$ cat src/rtl/pipe_ctrl_pkg.sv
// -----------------------------------------------------------------------------
// pipe_ctrl_pkg
// Shared definitions for the pipeline hold/flush controller:
//   - controller state encoding (RUN / STALL / IRQ_ENT)
//   - per-cycle pipeline action encoding used between decision and output logic
//   - default interrupt vector
//   - pipeline register bank indices
// Optional feature macro used by this slice: PIPE_CTRL_BUS_TIMEOUT_EN
// -----------------------------------------------------------------------------
package pipe_ctrl_pkg;

  typedef enum logic [1:0] {
    RUN     = 2'd0,
    STALL   = 2'd1,
    IRQ_ENT = 2'd2
  } state_t;

  // What the pipeline does this cycle; the output mapping expands it per bank.
  typedef enum logic [1:0] {
    ACT_FREEZE = 2'd0,  // everything held, no bubbles
    ACT_REDIR  = 2'd1,  // PC redirect, two bubbles into IF/ID and ID/EX
    ACT_LDUSE  = 2'd2,  // hold PC and IF/ID, bubble into ID/EX
    ACT_GO     = 2'd3   // normal advance
  } act_t;

  localparam logic [31:0] IRQ_VEC_DEF = 32'h0000_0010;

  localparam int STG_IFID = 0;
  localparam int STG_IDEX = 1;
  localparam int STG_EXWB = 2;

endpackage

$ cat src/rtl/pipe_ctrl_wdog.sv
// -----------------------------------------------------------------------------
// pipe_ctrl_wdog
// Bus-wait watchdog. Counts cycles spent stalled on the memory bus, saturating
// at all ones, and raises a sticky timeout flag when the count reaches all ones.
// Only built when PIPE_CTRL_BUS_TIMEOUT_EN is defined.
// Ports:
//   clk         in   system clock
//   rst         in   synchronous active-high reset
//   stall       in   controller currently in STALL
//   hold_mem    in   LSU bus not ready
//   bus_timeout out  sticky timeout flag (registered)
// -----------------------------------------------------------------------------
`ifdef PIPE_CTRL_BUS_TIMEOUT_EN
module pipe_ctrl_wdog #(
  parameter int TMO_W = 8
) (
  input  logic clk,
  input  logic rst,
  input  logic stall,
  input  logic hold_mem,
  output logic bus_timeout
);

  localparam logic [TMO_W-1:0] CNT_MAX = {TMO_W{1'b1}};
  localparam logic [TMO_W-1:0] CNT_ONE = {{(TMO_W-1){1'b0}}, 1'b1};

  logic [TMO_W-1:0] cnt_r;
  logic [TMO_W-1:0] cnt_nxt_s;
  logic             flag_r;

  // Next count: cleared outside STALL, saturating increment while waiting on memory.
  always_comb begin
    cnt_nxt_s = cnt_r;
    if (!stall) begin
      cnt_nxt_s = {TMO_W{1'b0}};
    end else if (hold_mem && (cnt_r != CNT_MAX)) begin
      cnt_nxt_s = cnt_r + CNT_ONE;
    end else begin
      cnt_nxt_s = cnt_r;
    end
  end

  // Counter and sticky flag; the flag rises on the same edge the count saturates.
  always_ff @(posedge clk) begin
    if (rst) begin
      cnt_r  <= {TMO_W{1'b0}};
      flag_r <= 1'b0;
    end else begin
      cnt_r  <= cnt_nxt_s;
      flag_r <= flag_r | (cnt_nxt_s == CNT_MAX);
    end
  end

  assign bus_timeout = flag_r;

endmodule
`endif

$ cat src/rtl/pipe_ctrl.sv
// -----------------------------------------------------------------------------
// pipe_ctrl
// Central pipeline hold/flush controller. Arbitrates memory/multicycle stall,
// taken jumps, load-use hazards and interrupt entry into one per-cycle decision
// that drives the PC register and every pipeline register bank.
// Optional feature macro: PIPE_CTRL_BUS_TIMEOUT_EN (bus-wait watchdog).
// Ports:
//   clk, rst              system clock, synchronous active-high reset
//   jump_req, jump_addr   resolved taken branch/jump from EX and its target
//   hold_mem, hold_mul    LSU bus not ready / multicycle unit busy
//   load_use              ID load-use hazard
//   irq_req, irq_ack      level interrupt request / one-cycle entry pulse
//   pc_ce, pc_load, pc_next  PC enable, redirect select, redirect target
//   stage_ce, stage_flush per-bank capture enable / bubble insert
//   bus_timeout           sticky bus-wait watchdog flag
// -----------------------------------------------------------------------------
module pipe_ctrl
  import pipe_ctrl_pkg::*;
#(
  parameter int          NSTAGE  = 3,
  parameter logic [31:0] IRQ_VEC = IRQ_VEC_DEF,
  parameter int          TMO_W   = 8
) (
  input  logic              clk,
  input  logic              rst,
  input  logic              jump_req,
  input  logic [31:0]       jump_addr,
  input  logic              hold_mem,
  input  logic              hold_mul,
  input  logic              load_use,
  input  logic              irq_req,
  output logic              irq_ack,
  output logic              pc_ce,
  output logic              pc_load,
  output logic [31:0]       pc_next,
  output logic [NSTAGE-1:0] stage_ce,
  output logic [NSTAGE-1:0] stage_flush,
  output logic              bus_timeout
);

  state_t      state_r;
  state_t      state_nxt_s;
  logic        pend_r;
  logic        pend_nxt_s;
  logic [31:0] paddr_r;
  logic [31:0] paddr_nxt_s;
  logic        irq_ack_r;
  act_t        act_s;
  logic [31:0] redir_addr_s;
  logic        hold_s;

  assign hold_s = hold_mem | hold_mul;

  // Per-cycle decision: pipeline action, redirect target and next controller state.
  always_comb begin
    act_s        = ACT_FREEZE;
    redir_addr_s = 32'h0000_0000;
    state_nxt_s  = state_r;
    pend_nxt_s   = pend_r;
    paddr_nxt_s  = paddr_r;
    case (state_r)
      IRQ_ENT: begin
        act_s        = ACT_REDIR;
        redir_addr_s = IRQ_VEC;
        state_nxt_s  = RUN;
        // A jump resolving during entry is kept and replayed after the vector fetch.
        if (jump_req && !pend_r) begin
          pend_nxt_s  = 1'b1;
          paddr_nxt_s = jump_addr;
        end else begin
          pend_nxt_s  = pend_r;
        end
      end
      RUN, STALL: begin
        if (hold_s) begin
          act_s       = ACT_FREEZE;
          state_nxt_s = STALL;
          // EX is frozen once a jump is pending, so a later jump_req is a repeat.
          if (jump_req && !pend_r) begin
            pend_nxt_s  = 1'b1;
            paddr_nxt_s = jump_addr;
          end else begin
            pend_nxt_s  = pend_r;
          end
        end else begin
          state_nxt_s = RUN;
          if (pend_r) begin
            act_s        = ACT_REDIR;
            redir_addr_s = paddr_r;
            pend_nxt_s   = 1'b0;
          end else if (jump_req) begin
            act_s        = ACT_REDIR;
            redir_addr_s = jump_addr;
          end else if (load_use) begin
            act_s = ACT_LDUSE;
          end else if (irq_req && (state_r == RUN)) begin
            // Freeze this cycle so entry redirects from a quiet pipeline.
            act_s       = ACT_FREEZE;
            state_nxt_s = IRQ_ENT;
          end else begin
            act_s = ACT_GO;
          end
        end
      end
      default: begin
        act_s       = ACT_FREEZE;
        state_nxt_s = RUN;
        pend_nxt_s  = 1'b0;
      end
    endcase
  end

  // Expand the action into PC and per-bank enables; reset forces a safe frozen/flushed view.
  always_comb begin
    pc_ce       = 1'b0;
    pc_load     = 1'b0;
    pc_next     = 32'h0000_0000;
    stage_ce    = {NSTAGE{1'b0}};
    stage_flush = {NSTAGE{1'b0}};
    if (rst) begin
      stage_flush = {NSTAGE{1'b1}};
    end else begin
      case (act_s)
        ACT_REDIR: begin
          pc_ce                 = 1'b1;
          pc_load               = 1'b1;
          pc_next               = redir_addr_s;
          stage_ce              = {NSTAGE{1'b1}};
          stage_flush[STG_IFID] = 1'b1;
          stage_flush[STG_IDEX] = 1'b1;
          stage_flush[STG_EXWB] = 1'b0;
        end
        ACT_LDUSE: begin
          stage_ce              = {NSTAGE{1'b1}};
          stage_ce[STG_IFID]    = 1'b0;
          stage_flush[STG_IDEX] = 1'b1;
        end
        ACT_GO: begin
          pc_ce    = 1'b1;
          stage_ce = {NSTAGE{1'b1}};
        end
        ACT_FREEZE: begin
          pc_ce    = 1'b0;
          stage_ce = {NSTAGE{1'b0}};
        end
        default: begin
          pc_ce    = 1'b0;
          stage_ce = {NSTAGE{1'b0}};
        end
      endcase
    end
  end

  // Controller state, pending jump and the registered interrupt acknowledge.
  always_ff @(posedge clk) begin
    if (rst) begin
      state_r   <= RUN;
      pend_r    <= 1'b0;
      paddr_r   <= 32'h0000_0000;
      irq_ack_r <= 1'b0;
    end else begin
      state_r   <= state_nxt_s;
      pend_r    <= pend_nxt_s;
      paddr_r   <= paddr_nxt_s;
      irq_ack_r <= (state_r == IRQ_ENT);
    end
  end

  assign irq_ack = irq_ack_r;

`ifdef PIPE_CTRL_BUS_TIMEOUT_EN
  pipe_ctrl_wdog #(
    .TMO_W (TMO_W)
  ) u_wdog (
    .clk         (clk),
    .rst         (rst),
    .stall       (state_r == STALL),
    .hold_mem    (hold_mem),
    .bus_timeout (bus_timeout)
  );
`else
  // Watchdog compiled out; TMO_W stays referenced so both builds share one interface.
  assign bus_timeout = 1'b0 & (TMO_W > 0);
`endif

endmodule

$ cat config.mk
export PLATFORM = sky130hd
export DESIGN_NAME = pipe_ctrl
export DESIGN_NICKNAME = d
export VERILOG_FILES = /design/src/rtl/pipe_ctrl_pkg.sv /design/src/rtl/pipe_ctrl_wdog.sv /design/src/rtl/pipe_ctrl.sv
export SDC_FILE = /design/constraint.sdc
export NUM_CORES = 1
export LEC_CHECK = 0
export ABC_AREA = 1
export CORE_AREA = 4 4 80 82
export CTS_CLUSTER_SIZE = 30
export DETAILED_ROUTE_END_ITERATION = 16
export DIE_AREA = 0 0 84 86
export DONT_BUFFER_PORTS = 1
export MAX_ROUTING_LAYER = met4
export PLACE_DENSITY = 0.45
export SLEW_MARGIN = 20
export SYNTH_ARGS = -nofsm -noshare
export SYNTH_HDL_FRONTEND = slang
export SYNTH_SLANG_ARGS = --single-unit
$ cat constraint.sdc
create_clock -name clk -period 5.54 [get_ports clk]
set_input_delay 1.385 -clock clk [delete_from_list [all_inputs] [get_ports clk]]
set_output_delay 1.385 -clock clk [all_outputs]
set_load 0.01 [all_outputs]
# Word-level counts from Yosys, hierarchy flattened
# Index checks and enable logic that the tools add are counted.
word_totals:
  wordCells: 56
  input_bits: 39
  register_bits: 36
  out_inout_bits: 42
op_classes:
  eq_ne: 6
  reduce_logical: 12
  bitwise: 2
  muxes: 31
op_table:
  columns: ["op", "n"]
  rows:
  - ["2-to-1 mux 32 bit", 7]
  - ["case mux 32 bit (2 select lines)", 2]
  - ["2-to-1 mux 2 bit", 6]
  - ["2-to-1 mux 1 bit", 11]
  - ["case mux 3 bit (3 select lines)", 1]
  - ["OR reduction 2 bit", 4]
  - ["== test 2 bit, second input constant", 3]
  - ["2-to-1 mux 3 bit", 2]
  - ["OR reduction 6 bit", 1]
  - ["== test 2 x 1 -> 1 bit, second input constant", 2]
  - ["zero test 2 bit", 2]
  - ["case mux 2 bit (2 select lines)", 1]
  - ["logical AND 1 bit", 2]
  - ["!= test 2 bit, second input constant", 1]
  - ["case mux 1 bit (2 select lines)", 1]
  - ["AND reduction 2 bit", 1]
  - ["nonzero test 2 bit", 1]
  - ["zero test 1 bit", 1]
  - ["inverter 1 bit", 1]
  - ["OR 1 bit", 1]

# Longest topological paths before layout
logic_depth:
  depth_word: 12
  depth_mapped: 11
  mapped_depth_nobuf: 11

# Worst setup path after synthesis
# OpenSTA, ideal clock, no wires.
synth_timing:
  kind: "input to output"
  startpoint: "input port hold_mul"
  endpoint: "output port pc_next[0]"
  required_ns: 4.155
  path_buffers: 1
  t_arrival_ns: 2.458
  setup_slack_ns: 1.697
  path_stages: 9
  path_cell_list: "nor2_2 > nand2_2 > inv_2 > nand2_1 > nand2_1 > ha_1 > nand3_2 > buf_2 > nor2_1"
synth_between:
  elab_chain_len: 6
  word_cells_on_any_way: 8
  classes_between: "eq/ne: 1; mux: 6; bitwise: 1"
synth_lines:
  columns: ["element", "line_no", "rtl"]
  rows:
  - ["start: declaration", "pipe_ctrl.sv:29", "input logic hold_mul,"]
  - ["OR 1 bit (*)", "pipe_ctrl.sv:52", "assign hold_s = hold_mem | hold_mul;"]
  - ["2-to-1 mux 2 bit", "pipe_ctrl.sv:75", "if (hold_s) begin"]
  - ["case mux 2 bit (2 select lines)", "pipe_ctrl.sv:61", "case (state_r)"]
  - ["== test 2 x 1 -> 1 bit", "pipe_ctrl.sv:123", "case (act_s)"]
  - ["2-to-1 mux 32 bit (*)", "pipe_ctrl.sv:123", null]
  - ["2-to-1 mux 32 bit (*)", "pipe_ctrl.sv:120", "if (rst) begin"]
  - ["end: declaration", "pipe_ctrl.sv:35", "output logic [31:0] pc_next,"]
# Mark *: on every way between the ends. The rest lies on a longest branch, timed or not.

# Final worst setup path
layout_timing:
  startpoint: "input port hold_mul"
  endpoint: "output port pc_next[4]"
# The elaborated chain is that of the path after synthesis.

==> impl_metrics.py <==
metrics = {
    "worst_setup_path": {
        "end_kind": "output port",
        "start_kind": "primary input",
        "crit_type": "primary input to output port",
        "cp_slowest_cell": "o21ai_0",
        "cp_top_family": "simple AND/OR/NAND/NOR gates",
        "cp.required_ns": 4.16,
        "cp_cell_sequence": "nor2_2, nand2_2, inv_2, nand2_1, nand2_1, ha_1, nand3_2, o21ai_0",
        "cp_num_buf_inv": 1,
        "path_max_fanout": 32,
        "worstPathArrival_ns": 3.04,
        "cp_slowest_stage_delay_ns": 0.54,
        "cpMostUsedCell": "nand2_1",
    },
    "detailed_routing": {
        "ant_nets": 0,
        "drc_errors": 0,
        "viasPerCell": 5.64,
        "dr.first_iter.drc_count": 92,
        "dr.pass1.iters": 4,
        "vias": 1812,
        "wl_per_cell_um": 17.5,
        "routed_wl_um": 5620,
    },
    "synthesis": {
        "synth_area_um2": 1960,
        "synth_compound_area_share_pct": 20.9,
        "synth_xor_xnor_area_share_pct": 0,
        "syn_nets": 307,
        "synth_top_family_by_area": "simple AND/OR/NAND/NOR gates",
        "synth_warnings": 0,
        "synth-adder-area-share_pct": 1.27,
        "synthMuxAreaShare_pct": 0,
        "ys_seq_elements": 36,
        "ys_seq_area_share_pct": 36.7,
        "synth_cells": 266,
        "syn_avg_cell_area_um2": 7.38,
        "synth-simple-area-share_pct": 29.0,
        "yosys.cell_types.count": 21,
    },
    "grt": {
        "grt_use_total_pct": 15.7,
        "busiest_layer": "met2",
        "use_met1_pct": 19.3,
        "antenna_found_initial": 0,
        "grt_use_met3_pct": 4.13,
        "grt_pass1_vias": 1751,
        "grt_pass1_wl_um": 8910,
        "grt_max_degree": 40,
        "grt_use_met2_pct": 25.6,
        "grt-ovfl-total": 0,
    },
    "timing": {
        "fin_crit_sh_pct": 79.9,
        "maxSlewViolCount": 0,
        "worstMarginPinSlew_ns": 0.760,
        "hold_viol": 0,
        "slew_headroom_pct": 49.3,
        "clock_skew_ns": 0.00542,
        "tns_ns": 0,
        "rsz0062_at_grt": "no",
        "fin_crit_ns": 4.43,
        "fmax_mhz": 226,
        "setup_viol": 0,
    },
    "worst_hold_path": {
        "hold_path.class": "flop to flop",
    },
    "floorplan": {
        "core_um2": 5750,
        "die_area_um2": 7220,
        "pin_count": 81,
        "initial_core_util_pct": 34.2,
        "die-height_um": 86,
        "die_width_um": 84,
        "num_rows": 28,
    },
    "power": {
        "ir_worst_vdd_mv": 0.134,
        "p_clk_share_pct": 33.0,
        "comb_power_share_pct": 14.1,
        "p_seq_share_pct": 52.9,
        "power_switching_uw": 145,
        "powerDensity_nw_per_um2": 268,
        "p_sw_share_pct": 27.4,
        "p_int_uw": 384,
        "p_leak_nw": 0.658,
        "totalPowerFinal_uw": 530,
    },
    "cells_and_area": {
        "area_growth_pct": 0.510,
        "utilization_pct": 34.3,
        "finalNetCount": 287,
        "diodes": 0,
        "fillers": 671,
        "drive_gt1_share_pct": 6.91,
    },
    "clocking": {
        "cts_setup_buffers": 0,
        "path_clk_slew_ns": 0.07,
        "clk_latency_ns": 0.28,
        "cts_hold_buffers": 0,
        "cts_root_buffer": "clkbuf_8",
        "htree_levels": 2,
        "numCtsBuffers": 5,
        "cts.sinks": 36,
        "cts_tree": "built",
        "cts_max_path_buffers": 2,
        "cts_resized": 0,
    },
    "place": {
        "gp_congestion": 0.766,
        "place.port_buffers": 0,
        "dp_hpwl_um": 3290,
    },
    "outcome": {
        "outcome": "finished, final reports clean",
    },
    "job": {
        "cap_violations": 0,
    },
}
[worst register-to-register path, delay by kind of cell (launching register included)]
family	cells	cell delay (ns)
buffers and inverters	2	0.53
AND/OR/NAND/NOR	3	1.46
AO/OA/AOI/OAI	1	0.08
flip-flops	1	0.31
[synth_stat cells]
| library cell | number | area (µm²) |
|---|---|---|
| buf_4 | 10 | 75.1 |
| nor2_1 | 39 | 146 |
| dfxtp_1 | 36 | 721 |
| inv_1 | 6 | 22.5 |
| nand4_1 | 32 | 200 |
| nand2_1 | 41 | 154 |
| o21ai_0 | 1 | 5.00 |
| inv_2 | 2 | 7.51 |
| clkbuf_1 | 6 | 22.5 |
| nand3_1 | 4 | 20.0 |
| nor2_2 | 1 | 6.26 |
| buf_6 | 5 | 56.3 |
| a22oi_1 | 32 | 240 |
| conb_1 | 1 | 3.75 |
| a21oi_1 | 33 | 165 |
| nand2_2 | 1 | 6.26 |
| nor3_1 | 1 | 5.00 |
| buf_2 | 10 | 50.1 |
| ha_1 | 2 | 25.0 |
| nand3_2 | 2 | 20.0 |
| nor2_4 | 1 | 11.3 |
[layout by cell type (no fill, tap or decap), drive strengths merged]
cell type,synthesis,final
nand2,42,42
nor2,41,41
dfxtp,36,36
a21oi,33,33
a22oi,32,32
nand4,32,32
inv,8,8
clkbuf,6,6
nand3,6,6
buf,25,4
ha,2,2
o21ai,1,1
nor3,1,1
conb,1,1
clkinv,0,1
[flip-flops by register name (all words and copies together) (netlist names)]
name and count:
state_r 2, pend_r 1, paddr_r 32, irq_ack 1
[per-stage QoR]
stage          worst slack [ns]  cells  cell area (µm²)  hold WS (ns)
6_report                   1.11    321             1970         0.458
5_1_grt                   0.778    321             1970         0.469
4_1_cts                    1.05    321             1970         0.460
3_5_place_dp               1.05    314             1900         0.449
3_3_place_gp               1.10    314             1900         0.446
2_1_floorplan              1.70    266             1960         0.440
[final timing paths]
path / startpoint / endpoint / slack [ns] / cells after the start
worst max-delay path: hold_mul / pc_next[4] / 1.11 / 8
worst min-delay path: paddr_r[19] / paddr_r[19] / 0.46 / 2
worst max register to register: pend_r / paddr_r[8] / 3.05 / 6
worst min register to register: paddr_r[19] / paddr_r[19] / 0.46 / 2
[metal layers]
layer / vias up / share of wire (%)
met5: - / 0
met4: 0 / 0.52
met3: 2 / 5.4
met2: 55 / 47
met1: 868 / 47
li1: 887 / -
[power by group through the flow]
| stage | combinational, mW | clock [mW] | sequential [mW] |
|---|---|---|---|
| 4_1_cts | 0.0749 | 0.185 | 0.280 |
| 6_report | 0.0744 | 0.175 | 0.280 |
| 5_1_grt | 0.0844 | 0.195 | 0.282 |
| 2_1_floorplan | 0.0743 | 0 | 0.284 |
| 3_5_place_dp | 0.0748 | 0 | 0.286 |
| 3_3_place_gp | 0.0744 | 0 | 0.286 |
[cell type report]
class / instances / area (µm²) / share of cell area, %
well taps: 75 / 93.8 / 4.76
clock inverters: 1 / 5.00 / 0.254
clock buffers: 6 / 72.6 / 3.68
multi-input cells: 191 / 1010 / 51.1
inverters: 8 / 30.0 / 1.52
repair buffers: 4 / 42.5 / 2.16
flip-flops and latches: 36 / 721 / 36.5
[logic make-up (layout without fill, tap and decap cells)]
logic type,count (synthesis),after routing
other,1,1
AOI/OAI and AO/OA,66,66
and+or+nand+nor,122,122
buffers and inverters,39,19
adders and majority gates,2,2
DFF,36,36
(Power assumes the default switching activity.)
